`src/rtl/tx_frame_shifter.sv`:
```
// Asynchronous serial frame transmitter: start bit, 1..DATA_W data bits (LSB first),
// optional even/odd parity, one or two stop bits, paced by an external baud_tick strobe.
module tx_frame_shifter #(
  parameter int DATA_W = 8
) (
  input  logic              clk,
  input  logic              reset,
  input  logic              baud_tick,
  input  logic              tx_valid,
  input  logic [DATA_W-1:0] tx_data,
  input  logic [4:0]        data_len,
  input  logic              parity_en,
  input  logic              parity_odd,
  input  logic              two_stop,
  output logic              tx_ready,
  output logic              txd,
  output logic              busy,
  output logic              frame_done
);

  typedef enum logic [2:0] {
    IDLE, ARM, START, DATA, PARITY, STOP1, STOP2
  } state_t;

  localparam logic [4:0] LEN_MAX = 5'(DATA_W);

  state_t            state;
  logic [DATA_W-1:0] shreg;
  logic [4:0]        remain;
  logic              par_en_q;
  logic              par_bit_q;
  logic              two_stop_q;

  logic [4:0]        eff_len;
  logic              data_par;

  // Parity covers only the bits that will actually be sent, so it is resolved at accept.
  always_comb begin
    eff_len  = (data_len == '0 || data_len > LEN_MAX) ? LEN_MAX : data_len;
    data_par = 1'b0;
    for (int unsigned i = 0; i < DATA_W; i++) begin
      if (i < 32'(eff_len)) data_par = data_par ^ tx_data[i];
    end
  end

  // txd/busy/tx_ready are registered alongside the state, each written with the value
  // belonging to the state being entered.
  always_ff @(posedge clk or posedge reset) begin
    if (reset) begin
      state      <= IDLE;
      txd        <= 1'b1;
      tx_ready   <= 1'b1;
      busy       <= 1'b0;
      frame_done <= 1'b0;
      shreg      <= '0;
      remain     <= '0;
      par_en_q   <= 1'b0;
      par_bit_q  <= 1'b0;
      two_stop_q <= 1'b0;
    end else begin
      frame_done <= 1'b0;
      case (state)
        IDLE: begin
          if (tx_valid) begin
            state      <= ARM;
            txd        <= 1'b1;
            tx_ready   <= 1'b0;
            busy       <= 1'b1;
            shreg      <= tx_data;
            remain     <= eff_len;
            par_en_q   <= parity_en;
            par_bit_q  <= data_par ^ parity_odd;
            two_stop_q <= two_stop;
          end
        end
        ARM: begin
          if (baud_tick) begin
            state <= START;
            txd   <= 1'b0;
          end
        end
        START: begin
          if (baud_tick) begin
            state <= DATA;
            txd   <= shreg[0];
          end
        end
        DATA: begin
          if (baud_tick) begin
            if (remain == 5'd1) begin
              if (par_en_q) begin
                state <= PARITY;
                txd   <= par_bit_q;
              end else begin
                state <= STOP1;
                txd   <= 1'b1;
              end
            end else begin
              remain <= remain - 5'd1;
              shreg  <= shreg >> 1;
              txd    <= shreg[1];
            end
          end
        end
        PARITY: begin
          if (baud_tick) begin
            state <= STOP1;
            txd   <= 1'b1;
          end
        end
        STOP1: begin
          if (baud_tick) begin
            txd <= 1'b1;
            if (two_stop_q) begin
              state <= STOP2;
            end else begin
              state      <= IDLE;
              busy       <= 1'b0;
              tx_ready   <= 1'b1;
              frame_done <= 1'b1;
            end
          end
        end
        STOP2: begin
          if (baud_tick) begin
            state      <= IDLE;
            txd        <= 1'b1;
            busy       <= 1'b0;
            tx_ready   <= 1'b1;
            frame_done <= 1'b1;
          end
        end
        default: begin
          state    <= IDLE;
          txd      <= 1'b1;
          busy     <= 1'b0;
          tx_ready <= 1'b1;
        end
      endcase
    end
  end

endmodule

```
`config.mk`:
```
export PLATFORM = sky130hd
export DESIGN_NAME = tx_frame_shifter
export DESIGN_NICKNAME = d
export VERILOG_FILES = /design/src/rtl/tx_frame_shifter.sv
export SDC_FILE = /design/constraint.sdc
export NUM_CORES = 1
export LEC_CHECK = 0
export ABC_CLOCK_PERIOD_IN_PS = 1630
export BUFFER_PORTS_ARGS = -buffer_cell sky130_fd_sc_hd__clkbuf_2
export CORE_MARGIN = 10
export CORE_UTILIZATION = 40
export CTS_CLUSTER_SIZE = 25
export DETAILED_ROUTE_END_ITERATION = 8
export MAX_ROUTING_LAYER = met4
export SKIP_LAST_GASP = 1
export SLEW_MARGIN = 20
export SYNTH_ARGS = -nofsm -noshare
export SYNTH_HDL_FRONTEND = slang
export SYNTH_SLANG_ARGS = --single-unit
```
`constraint.sdc`:
```
create_clock -name clk -period 1.63 [get_ports clk]
set_clock_uncertainty 0.05 [all_clocks]
set_input_delay 0 -clock clk [delete_from_list [all_inputs] [get_ports clk]]
set_output_delay 0 -clock clk [all_outputs]
set_load 0.02 [all_outputs]
```
==> results.py, run 1 <==
metrics = {
    "sta": {
        "period_share": 0.992,
        "finalSetupViolCount": 0,
        "maxSlewHeadroom": 0.809,
        "rsz0062_at_grt": "true",
        "worstMarginPinSlew_ps": 283,
        "drv_slew": 0,
        "hold_violations": 0,
        "fin_ws_ps": 12.9,
        "finalCriticalPeriod_ps": 1620,
        "fmax_ghz": 0.618,
    },
    "floorplanning": {
        "start_util": 0.419,
        "rows": 21,
        "die_area_um2": 6330,
        "dieWidth_um": 79.6,
        "ios": 24,
        "die_h_um": 79.6,
        "core-area_um2": 3390,
    },
    "finish": {
        "area_growth_pct": 30.3,
        "fin_cells": 248,
        "seq_area_um2": 579,
        "n_antenna_cell": 0,
        "multiInputGateArea_um2": 805,
        "nNetsFinal": 225,
        "fillers": 313,
        "drive_gt1_frac": 0.272,
    },
    "clock_network": {
        "insertion_delay_ps": 300,
        "clkTransAtPathRegs_ps": 130,
        "cts.sinks": 23,
        "max-clock-path-buffers": 2,
        "clockRootBuffer": "clkbuf_4",
        "cts_htree_levels": 1,
        "cts_tree": "yes",
        "cts_buffers": 3,
    },
    "place": {
        "place.gp.congestion": 0.835,
        "post-place-ws_ps": -17.2,
        "dp_hpwl_um": 2560,
        "portBuffers": 23,
        "post-place-cells": 230,
    },
    "status": {
        "status": "finished, final reports clean",
    },
    "detailed_routing": {
        "via_per_inst": 5.15,
        "postRouteAntennaNets": 0,
        "drcViolationCount": 0,
        "wl_per_cell_um": 13.7,
        "wl_um": 3410,
        "dr.pass1.iters": 4,
        "dr.first_iter.drc_count": 54,
        "via_count": 1278,
    },
    "yosys": {
        "yosys_register_bits": 23,
        "synth_area_leaders": "dfrtp_1, mux2i_1, o21ai_1, a21oi_1, nand2_1",
        "synth_top_area_frac": 0.370,
        "synth_cell_types": 43,
        "ys_async_sr_fraction": 1.00,
        "synth_edf_count": 0,
        "yosysTopAreaCell": "dfrtp_1",
        "yosysWarnings": 0,
        "syn_area_um2": 1420,
        "postSynthAreaPerCell_um2": 9.10,
        "seq_area_frac_synth": 0.407,
        "ys.flop_type": "dfrtp_1",
        "syn_inst": 156,
        "syn-num-nets": 178,
    },
    "global_routing": {
        "grtUsageTotal": 0.115,
        "grt_max_degree": 24,
        "overflow": 0,
        "grt_pass1_wl_um": 5940,
        "antenna_found_initial": 0,
        "grt_pass1_vias": 1286,
    },
    "setup_path": {
        "critPathKind": "reg2reg",
        "crit_fanout": 7,
        "arrival_ps": 1780,
        "crit_buf_inv": 1,
        "cp-end-kind": "flip-flop",
        "worstPathCellList": "nor4b_4 -> buf_4 -> a21oi_4 -> nor3_1 -> xnor2_1 -> nor2_1",
        "cp_slowest_cell": "dfrtp_2",
        "critical_path.top_delay_family": "simple AND/OR/NAND/NOR gates",
        "worst_path_largest_cell_delay_ps": 480,
        "start_kind": "flip-flop",
        "required_ps": 1790,
    },
    "run": {
        "cap_viol_max_count": 0,
    },
    "pwr": {
        "peakVddDrop_v": 0.000764,
        "total_leakage_power_nw": 0.828,
        "cellPowerDensity_nw_per_um2": 1640,
    },
    "min_path": {
        "hp-class": "in2reg",
    },
}
## cell usage in the layout (no fill, tap or decap), drive strengths merged, types with 2 or more instances in the layout
cell         count
dfstp            2
mux2             2
nor3b            3
dlygate4sd3     11
o21ai           17
dfrtp           21
nand3            4
buf             17
inv              6
nand2           15
a31oi            3
o22ai            2
xnor2            5
a21oi           14
mux2i            7
nand3b           5
nor4b            2
a311oi           2
ha               2
clkbuf          26
nor3             5
nand2b           5
nor2            11
## what timing repair did
item / 4_1_cts / 5_1_grt
gates cloned: 1 / 0
resized for setup: 4 / 4
endpoints found under the setup margin: 2 / 18
hold endpoints to repair: 33 / 0
setup buffers: 0 / 2
pin swaps: 1 / 3
hold buffers: 11 / 0
## tightest hold or removal path: stages
cell and delay, ps:
clkbuf_2 130, mux2i_1 100, o21ai_1 130
## per-stage QoR
stage / power (mW) / hold slack, ps / TNS, ps / utilization / area [µm²]
5_1_grt: 3.34 / 41.2 / -516 / 0.546 / 1850
6_report: 3.04 / 29.2 / 0 / 0.546 / 1850
2_1_floorplan: 2.22 / -49.6 / -4.74 / - / 1430
3_3_place_gp: 2.62 / -17.5 / 0 / 0.490 / 1660
3_5_place_dp: 2.68 / -12.2 / -17.2 / 0.490 / 1660
4_1_cts: 3.03 / 28.6 / -3.90 / 0.537 / 1820
## sequential cells by signal (all words and copies together) (netlist names)
| signal | cells |
|---|---|
| busy | 1 |
| frame_done | 1 |
| par_bit_q | 1 |
| par_en_q | 1 |
| remain | 5 |
| shreg | 8 |
| state | 3 |
| two_stop_q | 1 |
| tx_ready | 1 |
| txd | 1 |
## report_power, final
group | switching [mW] | total (mW) | leakage, nW | internal, mW
combinational | 0.912 | 1.71 | 0.531 | 0.799
clock | 0.171 | 0.263 | 0.0177 | 0.0915
sequential | 0.227 | 1.07 | 0.280 | 0.840
## synthesized netlist by cell type, types with 4 or more instances
cell type,n
nand3b_1,5
inv_1,6
clkbuf_1,4
nand2_1,15
mux2i_1,7
a21oi_1,13
nand2b_1,5
xnor2_1,5
nor3_1,4
nand3_1,4
dfrtp_1,21
o21ai_1,14
nor2_1,11
## per-layer routing
metal / track usage / routed length, µm / vias to the layer above
met5: - / 0 / -
met4: 0.0215 / 12 / 0
met3: 0.0248 / 130 / 2
met2: 0.180 / 1630 / 20
met1: 0.151 / 1630 / 607
li1: - / - / 649
## final timing paths
check	from	end	cells past startpoint	slack, ps
setup / recovery	state[0]	remain[4]	6	10
hold / removal	tx_data[1]	shreg[1]	3	30
setup reg to reg	state[0]	remain[4]	6	10
hold reg to reg	tx_ready	tx_ready	2	430
max in group asynchronous	reset	txd	4	1070
min in group asynchronous	reset	shreg[7]	4	190
## area by class of cell
class | instances | share of cell area
multi-input combinational | 118 | 0.435
sequential | 23 | 0.313
timing repair buffer | 51 | 0.194
tap | 46 | 0.0311
clock buffer | 3 | 0.0122
inverter | 6 | 0.0122
clock inverter | 1 | 0.00271
## kinds of logic (layout without fill, tap and decap cells)
logic type | count (synthesis) | in the layout | share of synthesized area
mux | 9 | 9 | 0.0653
xor+xnor | 7 | 7 | 0.0529
simple gates | 54 | 54 | 0.213
flops | 23 | 23 | 0.407
buf+inv | 15 | 61 | 0.0476
compound gates | 46 | 46 | 0.196
fa+ha+maj | 2 | 2 | 0.0176
Note: power is estimated with default switching activity, not from simulation.
==> run 2: changes to the inputs <==
--- a/config.mk
+++ b/config.mk
@@ -12,6 +12,7 @@
 export CTS_CLUSTER_SIZE = 25
 export DETAILED_ROUTE_END_ITERATION = 8
 export MAX_ROUTING_LAYER = met4
+export PLACE_DENSITY_LB_ADDON = 0.15
 export SKIP_LAST_GASP = 1
 export SLEW_MARGIN = 20
 export SYNTH_ARGS = -nofsm -noshare
==> run 2 against run 1 <==
Compared with the run above:
- the run now ends with setup timing left
- first-iteration DRC count rose by 89%
- non-clock buffer count increased by 9
- utilization grew 4.0 points
- clock power grew 5%
- clock-buffer cell count stayed put
- power up 12%
- cell area up 7.4%
- final cell count up 4.0%
- sequential power is essentially flat
==> results.py, run 2 (same netlist as run 1, synthesis figures left out) <==
metrics = {
    "status": {
        "status": "finished with violations",
        "violations": "setup timing",
    },
    "setup_path": {
        "cp_slowest_cell": "dfrtp_1",
        "critPathKind": "reg2reg",
        "worstRegToRegCells": 7,
        "start_kind": "flip-flop",
        "required_ps": 1840,
        "ff2ff_setup_slack_ps": -10,
        "cp-end-kind": "flip-flop",
        "crit_fanout": 5,
        "worst_path_largest_cell_delay_ps": 420,
        "arrival_ps": 1850,
        "worstPathCellList": "inv_2 -> ha_4 -> nor4b_4 -> nor2_4 -> a21oi_4 -> buf_4 -> a22o_1",
    },
    "min_path": {
        "hp-class": "in2reg",
        "hold_depth": 3,
    },
    "finish": {
        "most-common-layout-cells": "clkbuf_2, buf_4, dfrtp_1, nand2_1, a21oi_1",
        "final_area_um2": 1990,
        "fin_cells": 258,
        "fillers": 311,
        "n_antenna_cell": 0,
        "largest_reg_flops": 8,
        "area_growth_pct": 39.9,
        "largest_register": "shreg",
        "nNetsFinal": 235,
        "layout_commonest_cell": "clkbuf_2",
        "top_regs": "shreg x8, remain x5, state x3",
        "drive_gt1_frac": 0.340,
    },
    "sta": {
        "drv_slew": 0,
        "finalSetupViolCount": 2,
        "fin_ws_ps": -10.6,
        "hold_violations": 0,
        "rsz0062_at_grt": "true",
        "period_share": 1.01,
        "fmax_ghz": 0.610,
        "worstMarginPinSlew_ps": 459,
        "maxSlewHeadroom": 0.694,
        "finalCriticalPeriod_ps": 1640,
    },
    "run": {
        "cap_viol_max_count": 0,
    },
    "detailed_routing": {
        "dr.first_iter.drc_count": 102,
        "via_per_inst": 5.19,
        "drcViolationCount": 0,
        "postRouteAntennaNets": 0,
        "via_count": 1339,
        "dr.pass1.iters": 4,
        "wl_per_cell_um": 14.8,
        "wl_um": 3810,
    },
    "pwr": {
        "cellPowerDensity_nw_per_um2": 1720,
        "total_leakage_power_nw": 0.888,
        "peakVddDrop_v": 0.000677,
        "totalPowerFinal_mw": 3.41,
    },
    "place": {
        "dp_hpwl_um": 2690,
        "place.gp.congestion": 0.893,
        "post-place-cells": 233,
        "portBuffers": 23,
        "placed_area_um2": 1680,
        "post-place-ws_ps": -51.1,
    },
    "floorplanning": {
        "dieWidth_um": 79.6,
        "die_h_um": 79.6,
        "core-area_um2": 3390,
        "start_util": 0.419,
        "die_area_um2": 6330,
        "rows": 21,
        "ios": 24,
    },
    "global_routing": {
        "grtUsageTotal": 0.116,
        "antenna_found_initial": 0,
        "grt_pass1_vias": 1231,
        "grt_pass1_wl_um": 5790,
        "overflow": 0,
        "grt_max_degree": 19,
    },
    "clock_network": {
        "cts_tree": "yes",
        "cts_buffers": 3,
        "cts.sinks": 23,
        "clkTransAtPathRegs_ps": 140,
        "max-clock-path-buffers": 2,
        "cts_htree_levels": 1,
        "insertion_delay_ps": 320,
        "clockRootBuffer": "clkbuf_4",
    },
}
==> run 2: where the power goes <==
part	leakage (nW)	internal [mW]	switching, mW
registers	0.280	0.839	0.214
logic	0.594	1.00	1.08
clock network	0.0139	0.0937	0.183
total	0.888	1.94	1.47
==> run 2: area by class of cell <==
class / instances / area [µm²] / share of cell area
Clock buffer: 3 / 22.5 / 0.0113
Clock inverter: 1 / 7.51 / 0.00378
Timing Repair Buffer: 60 / 434 / 0.219
Inverter: 6 / 22.5 / 0.0113
Tap cell: 46 / 57.6 / 0.0290
Multi-Input combinational cell: 119 / 862 / 0.434
Sequential cell: 23 / 579 / 0.292
==> run 2: stage by stage <==
step                      setup TNS [ps]  utilization  hold slack [ps]
final                              -11.7        0.586             30.9
after global routing               -1110        0.586             36.5
after CTS                           -382        0.542             13.1
after detailed placement            -445        0.496            -30.1
after global placement                 0        0.496            -46.6
after floorplan                    -4.74            -            -49.6
==> run 2: repair_timing <==
action	CTS	global route
hold buffers	12	0
pin swaps	1	8
setup endpoints to repair	11	17
endpoints found under the hold margin	22	0
setup buffers	0	5
resized for setup	1	22
cloned	0	4
==> run 2: path summary, 6_finish.rpt <==
| check | from | end |
|---|---|---|
| worst max-delay path | remain[1] | shreg[7] |
| worst min-delay path | data_len[1] | remain[1] |
| worst max register to register | remain[1] | shreg[7] |
| worst min register to register | tx_ready | tx_ready |
| max in group asynchronous | reset | shreg[2] |
| min in group asynchronous | reset | par_en_q |
==> run 2: routing by layer <==
layer  routed length, µm  up-vias  track usage
met5                   0        -            -
met4                  16        0       0.0215
met3                 182        2       0.0372
met2                1930       38        0.185
met1                1680      619        0.139
li1                    -      680            -
==> run 2: critical path: cells and delay by family (launching register included) <==
family	cells	cell delay (ps)
and+or+nand+nor	2	350
DFF	1	420
AOI/OAI and AO/OA	2	380
adders and majority gates	1	120
buffers and inverters	2	260
